### src/rtl/sprite_draw_sched.sv
// Two-requester sprite box scheduler: round-robin grants the VGA write port,
// erases the requester's previous 4x4 box (if any) and plots the new one.
module sprite_draw_sched #(
  parameter int          BOX       = 4,
  parameter logic [2:0]  BG_COLOUR = 3'b000
) (
  input  logic       clock,
  input  logic       resetn,
  input  logic [1:0] req,
  input  logic [7:0] req0_x,
  input  logic [7:0] req1_x,
  input  logic [6:0] req0_y,
  input  logic [6:0] req1_y,
  input  logic [2:0] req0_colour,
  input  logic [2:0] req1_colour,
  output logic [1:0] grant,
  output logic       done,
  output logic       busy,
  output logic [7:0] vga_x,
  output logic [6:0] vga_y,
  output logic [2:0] vga_colour,
  output logic       writeEn
);

  localparam logic [3:0] CNT_LAST = 4'(BOX * BOX - 1);

  typedef enum logic [2:0] {S_IDLE, S_LOAD, S_ERASE, S_PLOT, S_DONE} state_t;

  state_t     r_state;
  logic [3:0] r_cnt;
  logic       r_ptr;
  logic       r_gidx;
  logic [1:0] r_grant;
  logic       r_done;
  logic       r_busy;
  logic       r_we;
  logic [7:0] r_vx;
  logic [6:0] r_vy;
  logic [2:0] r_vc;
  logic [1:0] r_valid;

  logic [7:0] r_nx;
  logic [6:0] r_ny;
  logic [2:0] r_col;
  logic [7:0] r_old_x [2];
  logic [6:0] r_old_y [2];

  logic       w_win;
  logic [7:0] w_sel_x;
  logic [6:0] w_sel_y;
  logic [2:0] w_sel_col;
  logic [7:0] w_old_x;
  logic [6:0] w_old_y;
  logic [3:0] w_cnt_inc;
  logic [7:0] w_off_x;
  logic [6:0] w_off_y;

  // Contention goes to the pointer; a lone requester always wins.
  assign w_win     = (req == 2'b11) ? r_ptr : req[1];
  assign w_sel_x   = r_gidx ? req1_x : req0_x;
  assign w_sel_y   = r_gidx ? req1_y : req0_y;
  assign w_sel_col = r_gidx ? req1_colour : req0_colour;
  assign w_old_x   = r_old_x[r_gidx];
  assign w_old_y   = r_old_y[r_gidx];
  assign w_cnt_inc = r_cnt + 4'd1;
  assign w_off_x   = {6'b0, w_cnt_inc[1:0]};
  assign w_off_y   = {5'b0, w_cnt_inc[3:2]};

  // Output registers hold the pixel for the current cycle, so each branch
  // loads the address of the pixel that will be written next cycle.
  always_ff @(posedge clock or negedge resetn) begin
    if (!resetn) begin
      r_state <= S_IDLE;
      r_cnt   <= 4'd0;
      r_ptr   <= 1'b0;
      r_gidx  <= 1'b0;
      r_grant <= 2'b00;
      r_done  <= 1'b0;
      r_busy  <= 1'b0;
      r_we    <= 1'b0;
      r_vx    <= 8'd0;
      r_vy    <= 7'd0;
      r_vc    <= 3'd0;
      r_valid <= 2'b00;
    end else begin
      case (r_state)
        S_IDLE: begin
          if (req != 2'b00) begin
            r_gidx  <= w_win;
            r_grant <= w_win ? 2'b10 : 2'b01;
            r_busy  <= 1'b1;
            r_state <= S_LOAD;
          end
        end
        S_LOAD: begin
          r_cnt <= 4'd0;
          r_we  <= 1'b1;
          if (r_valid[r_gidx]) begin
            r_vx    <= w_old_x;
            r_vy    <= w_old_y;
            r_vc    <= BG_COLOUR;
            r_state <= S_ERASE;
          end else begin
            r_vx    <= w_sel_x;
            r_vy    <= w_sel_y;
            r_vc    <= w_sel_col;
            r_state <= S_PLOT;
          end
        end
        S_ERASE: begin
          if (r_cnt == CNT_LAST) begin
            r_cnt   <= 4'd0;
            r_vx    <= r_nx;
            r_vy    <= r_ny;
            r_vc    <= r_col;
            r_state <= S_PLOT;
          end else begin
            r_cnt <= w_cnt_inc;
            r_vx  <= w_old_x + w_off_x;
            r_vy  <= w_old_y + w_off_y;
          end
        end
        S_PLOT: begin
          if (r_cnt == CNT_LAST) begin
            r_cnt   <= 4'd0;
            r_we    <= 1'b0;
            r_vx    <= 8'd0;
            r_vy    <= 7'd0;
            r_vc    <= 3'd0;
            r_done  <= 1'b1;
            r_state <= S_DONE;
          end else begin
            r_cnt <= w_cnt_inc;
            r_vx  <= r_nx + w_off_x;
            r_vy  <= r_ny + w_off_y;
          end
        end
        S_DONE: begin
          r_done          <= 1'b0;
          r_busy          <= 1'b0;
          r_grant         <= 2'b00;
          r_valid[r_gidx] <= 1'b1;
          r_ptr           <= ~r_ptr;
          r_state         <= S_IDLE;
        end
        default: r_state <= S_IDLE;
      endcase
    end
  end

  // Box data needs no reset: the valid flags gate every use of it.
  always_ff @(posedge clock) begin
    if (r_state == S_LOAD) begin
      r_nx  <= w_sel_x;
      r_ny  <= w_sel_y;
      r_col <= w_sel_col;
    end
    if (r_state == S_DONE) begin
      r_old_x[r_gidx] <= r_nx;
      r_old_y[r_gidx] <= r_ny;
    end
  end

  assign grant      = r_grant;
  assign done       = r_done;
  assign busy       = r_busy;
  assign writeEn    = r_we;
  assign vga_x      = r_vx;
  assign vga_y      = r_vy;
  assign vga_colour = r_vc;

endmodule

### config.mk
export PLATFORM = sky130hd
export DESIGN_NAME = sprite_draw_sched
export DESIGN_NICKNAME = d
export VERILOG_FILES = /design/src/rtl/sprite_draw_sched.sv
export SDC_FILE = /design/constraint.sdc
export NUM_CORES = 1
export LEC_CHECK = 0
export BUFFER_PORTS_ARGS = -buffer_cell sky130_fd_sc_hd__clkbuf_2
export CAP_MARGIN = 0
export CORE_MARGIN = 4
export CORE_UTILIZATION = 39
export DETAILED_ROUTE_END_ITERATION = 12
export GPL_TIMING_DRIVEN = 1
export PLACE_DENSITY = 0.71
export SLEW_MARGIN = 20
export SYNTH_ARGS = -nofsm -noshare
export SYNTH_HDL_FRONTEND = slang
export SYNTH_SLANG_ARGS = --single-unit
### constraint.sdc
create_clock -name clock -period 2.5 [get_ports clock]
set_input_delay 0.25 -clock clock [delete_from_list [all_inputs] [get_ports clock]]
set_output_delay 0.25 -clock clock [all_outputs]
set_load 0.02 [all_outputs]
**Word level (Yosys, flattened, before mapping)**

Memories as Yosys holds them, arrays and structs flattened.
Cells that the tools add are included.

- Output and inout bits: 23
- Bits in writable memories: 30
- Memories: 2
- Input port bits: 40
- Flip-flop bits (word level): 52
- Logic and storage cells: 88

- Magnitude comparators: 2
- Reduce and logical (&&, ||, !) cells: 15
- Eq/ne operators: 9
- Add/sub/neg operators: 5
- Bitwise operators: 2
- Muxes and demuxes: 38

Memory list:

| name | words | width | rd ports | clocked after memory_dff | wr ports | line | source |
|---|---|---|---|---|---|---|---|
| r_old_x | 2 | 8 | 1 | 0 | 1 | 45 | `logic [7:0] r_old_x [2];` |
| r_old_y | 2 | 7 | 1 | 0 | 1 | 46 | `logic [6:0] r_old_y [2];` |

Operator list:

| operator | number |
|---|---|
| two-way mux 8 bit | 4 |
| two-way mux 7 bit | 4 |
| case mux 8 bit (3 select lines) | 1 |
| two-way mux 3 bit | 7 |
| case mux 7 bit (3 select lines) | 1 |
| adder 8 x 2 -> 8 bit | 2 |
| adder 7 x 2 -> 7 bit | 2 |
| case mux 3 bit (4 select lines) | 1 |
| two-way mux 1 bit | 10 |
| nonzero test 2 bit | 5 |
| case mux 3 bit (3 select lines) | 1 |
| case mux 4 bit (2 select lines) | 1 |
| AND reduction 2 bit | 4 |
| equality test 3 x 2 -> 1 bit (second input constant) | 2 |
| inequality test 2 bit (second input constant) | 3 |
| case mux 1 bit (2 select lines) | 3 |
| AND reduction 3 bit | 2 |
| adder 4 x 1 -> 4 bit (second input constant) | 1 |
| equality test 4 bit (second input constant) | 1 |
| two-way mux 2 bit | 2 |
| two-way mux 4 bit | 1 |
| case mux 2 bit (2 select lines) | 1 |
| equality test 3 x 1 -> 1 bit (second input constant) | 1 |
| equality test 3 bit (second input constant) | 1 |
| other kinds (10) | 10 |

**Depth between registers and ports, before layout**

- Depth in word-level cells: 5
- Depth in mapped cells: 11
- Gate-level depth less buffers: 9

**Least setup slack after synthesis**

OpenSTA, ideal clock, no wires.

- Path kind: register -> register
- Start point: register r_gidx
- End point: register r_vx[7] (netlist: vga_x[7])
- Stages on the path, launching flop included: 11
- Setup slack: 212 ps
- Setup time: 135 ps
- Data required time: 2365 ps
- Path buffers: 3
- Clock period less this slack: 2288 ps
- Arrival time: 2153 ps
- Path through: dfrtp_1 -> buf_6 -> buf_12 -> buf_6 -> mux2_2 -> ha_1 -> a21oi_1 -> a211oi_2 -> or3_1 -> a31oi_1 -> a21oi_1

- Cells in the longest elaborated chain, start to end: 4
- Elaborated cells between the ends (all ways): 8
- Classes of those cells: 1 x add/sub; 6 x mux; 1 x memory

RTL lines:

| item | line | source |
|---|---|---|
| start: declaration | 32 | `logic r_gidx;` |
| start signal: assignment | 89 | `r_gidx <= w_win;` |
| memory read (2 x 8 bit) or two-way mux 1 bit (tied branches) | -- |  |
| adder 8 x 2 -> 8 bit or two-way mux 1 bit (tied branches) | 119, 98 |  |
| two-way mux 8 bit (on tied branches) | 111, 98 |  |
| case mux 8 bit (3 select lines) * | 86 | `case (r_state)` |
| end signal: assignment | 99 | `r_vx <= w_old_x;` |
| end signal: assignment | 113 | `r_vx <= r_nx;` |
| end signal: assignment | 119 | `r_vx <= w_old_x + w_off_x;` |
| end: declaration | 37 | `logic [7:0] r_vx;` |

Every way passes the cells marked *; elsewhere a longest branch is shown, timed or not. The select of a mux whose other input is x is not followed.
A chain may end at the register's enable or synchronous reset.

**Final worst setup path**

- Start point: register r_cnt[0]
- End point: register r_vy[2] (netlist: vga_y[2])

- Cells in the longest elaborated chain, start to end: 4
- Elaborated cells between the ends (all ways): 7
- Classes of those cells: 3 x add/sub; 1 x eq/ne; 3 x mux

RTL lines:

| item | line | source |
|---|---|---|
| start: declaration | 30 | `logic [3:0] r_cnt;` |
| start signal: assignment | 118 | `r_cnt <= w_cnt_inc;` |
| start signal: assignment | 133 | `r_cnt <= w_cnt_inc;` |
| adder 4 x 1 -> 4 bit | 65 | `assign w_cnt_inc = r_cnt + 4'd1;` |
| adder 7 x 2 -> 7 bit (on tied branches) | 135, 120 |  |
| two-way mux 7 bit (on tied branches) | 124, 111 |  |
| case mux 7 bit (3 select lines) * | 86 |  |
| end signal: assignment | 100 | `r_vy <= w_old_y;` |
| end signal: assignment | 120 | `r_vy <= w_old_y + w_off_y;` |
| end signal: assignment | 135 | `r_vy <= r_ny + w_off_y;` |
| end: declaration | 38 | `logic [6:0] r_vy;` |

Every way passes the cells marked *; elsewhere a longest branch is shown, timed or not.

==> qor.txt <==
status -> finished, final reports clean
ys async rst share -> 41.46%
worst reg2reg setup slack -> 0.18 ns
Via Count -> 3415
Pre-Repair DR Iteration Count -> 5
Die Width -> 116.0 um
overflow left after global routing -> 0
Setup Skew -> 0.01300 ns
Die ar. -> 0.01345 mm^2
unrepaired setup endpoints after global routing -> no
Final Worst Setup Slack -> 0.1847 ns
vias per cell -> 5.508
Post-Synthesis Mean Instance Area -> 11.34 um^2
Leak Pwr -> 2.150 nW
Post-synth EDFFs -> 48
total CTS buffers -> 9
Multi-input gate area -> 0.002074 mm^2
Critical Path Sink Type -> flip-flop
VDD IR max -> 0.7063 mV
CP Max Fanout -> 5
# fillers -> 1062
Clock Latency Late Sink -> 0.34 ns
synthesized flop and latch total -> 82
CP required -> 2.71 ns
H-tree Lvls -> 3
Peak Freq -> 431.9 MHz
Worst Tran Pin Value -> 0.9586 ns
Critical Path Start -> r_cnt[0]$_DFFE_PN0P_
Hold Buf Count CTS -> 0
Synth top area share -> 31.70%
Cells after Synth -> 401
most used flip-flop cell after synthesis -> edfxtp_1
FF-to-FF End -> vga_y[2]$_DFFE_PN0P_
Final period util -> 92.61%
initial antenna violation count -> 0
final setup TNS -> 0 ns
dpl hpwl -> 7935 um
n_diodes -> 0
Max-slew headroom -> 36.10%
cts repair resizes -> 0
Final nets -> 525
Detail Route Antenna Nets -> 0
Power Density -> 1360 mW/mm^2
IO Count -> 63
worst r2r src -> r_cnt[0]$_DFFE_PN0P_
Register Area -> 0.002293 mm^2
CTS tree -> built
Routed WL per cell -> 17.97 um
Synth cell types -> 56
total routed wirelength -> 11140 um
fin. max-slew vios -> 0
Starting Density -> 39.82%
Area Growth Syn to Fin -> 18.66%
largest net degree at the start of global routing -> 35
Post-Syn Area -> 0.004547 mm^2
crit path to -> vga_y[2]$_DFFE_PN0P_
Max Cap Violations -> 0
Post-Place Cells -> 604
Final Hold Viols -> 0
Non-Filler Instances -> 620
# rows -> 39
crit path DAT -> 2.53 ns
gr usage total -> 17.10%
Hold Path Class -> in2async
min cycle time layout -> 2.315 ns
share of layout cells above drive strength 1 -> 28.09%
WS Path Type -> reg2reg
number of global-route vias before repair -> 3365
Reg clk slew, reported paths -> 0.06 ns
post-synthesis sequential area ratio -> 50.41%
GP Congestion -> 0.8679
Mapped Nets -> 454
reg2reg path depth -> 9
top area cells in the synthesized netlist -> edfxtp_1 32%, dfrtp_1 19%, mux2_2 5.4%, xnor2_1 2.9%, mux2i_1 2.9%
I/O Buffers -> 62
# setup viols final -> 0
Sink Count -> 82
Post CTS Setup Buffer Count -> 0
CTS Buffer Depth -> 2
total chip power -> 7.339 mW
Yosys top cell by area -> edfxtp_1
DRC viols -> 0
Yosys warnings -> 0
startpoint types -> flip-flop
dpl ws -> 0.1507 ns
root buffer cell -> clkbuf_16
first-pass GRT wire length -> 17660 um
Iteration-0 DRC Markers -> 230
Die Span Y -> 116.0 um
core area -> 0.01142 mm^2
==> state kept, by name (all words and copies together) (netlist names), 2 cells and up <==
register and count:
r_old_x 16, vga_y 7, r_nx 8, r_old_y 14
r_ny 7, r_valid 2, vga_colour 3, vga_x 8
r_state 3, grant 2, r_cnt 4, r_col 3
==> cells by family after synthesis <==
kind of cell	after synthesis	share of synthesized area, %
adder cells (fa/ha/maj)	13	4.238
AND/OR/NAND/NOR	105	11.97
XOR/XNOR	21	4.045
flip-flops	82	50.41
AO/OA/AOI/OAI	108	15.41
buffers and inverters	34	4.127
multiplexers	38	9.796
==> cell usage after synthesis, drive strengths merged, types with 3 or more instances <==
cell,count
a221oi,3
a22oi,4
xnor2,15
o21a,13
buf,14
nor3,4
o21ai,23
edfxtp,48
xor2,6
nand2b,16
inv,14
and3,7
a21oi,25
o22ai,10
clkbuf,6
ha,9
dfrtp,34
mux2,22
nand3b,6
a211oi,4
fa,4
nor2,27
a31oi,13
nand2,23
nand3,14
mux2i,16
==> power breakdown <==
part | internal, mW | switching, mW
Clock | 0.934 | 0.529
Sequential | 1.90 | 0.364
Combinational | 1.55 | 2.06
==> through the flow <==
stage                     util, %  cell area, um^2  hold WS (ns)
after floorplan                 -             4547      -0.04559
after global placement      44.23             5050        0.4288
after detailed placement    44.23             5050        0.4413
after CTS                   47.18             5388       0.08617
after global routing        47.25             5395        0.1352
final                       47.25             5395       0.06378
==> how the worst min path moves through the flow <==
stage,end,slack (ns),cells past startpoint
after floorplan,busy$_DFFE_PN0P_,-0.05,0
after global placement,r_valid[0]$_DFFE_PN0P_,0.43,1
after detailed placement,r_valid[1]$_DFFE_PN0P_,0.44,1
after CTS,vga_x[3]$_DFFE_PN0P_,0.09,1
after global routing,busy$_DFFE_PN0P_,0.14,1
final,r_valid[1]$_DFFE_PN0P_,0.06,1
==> critical path, stage by stage, from the launching register on <==
cell      delay [ns]
dfrtp_1         0.42
ha_1            0.26
xor2_2          0.21
ha_1            0.20
inv_1           0.06
fa_1            0.43
xnor2_1         0.18
o21ai_0         0.09
a221oi_1        0.27
nor2_1          0.07
==> metal layers <==
metal  up-vias  routed length [um]  GRT usage (%)
li1       1621                   -              -
met1      1673                4969          23.51
met2       109                5420          28.00
met3        12                 645          3.185
met4         0                 107          4.486
met5         -                   0              0
==> cells in the final DEF, fill, tap and decap left out, drive strengths merged, types with 2 or more instances in the layout <==
cell and n:
nand3b 6, o21ai 23, or2 2, o21a 13, a21oi 25, nor3 4, a211o 2, a22oi 4
o22ai 10, fa 4, edfxtp 48, nand3 14, buf 18, nand2b 16, a221oi 3, ha 9
nor2 27, a211oi 4, and3 7, mux2i 16, dfrtp 34, mux2 22, nand2 23, xnor2 15
clkbuf 73, nor2b 2, a31oi 13, xor2 6, bufinv 2, inv 15
==> layout make-up <==
type,instances,area share (%)
inverter,14,0.9740
clock inverter,5,1.577
sequential,82,42.51
clock buffer,11,4.685
timing repair buffer,80,8.488
multi-input combinational,285,38.45
tap,143,3.316
Note: power is estimated with default switching activity, not from simulation.
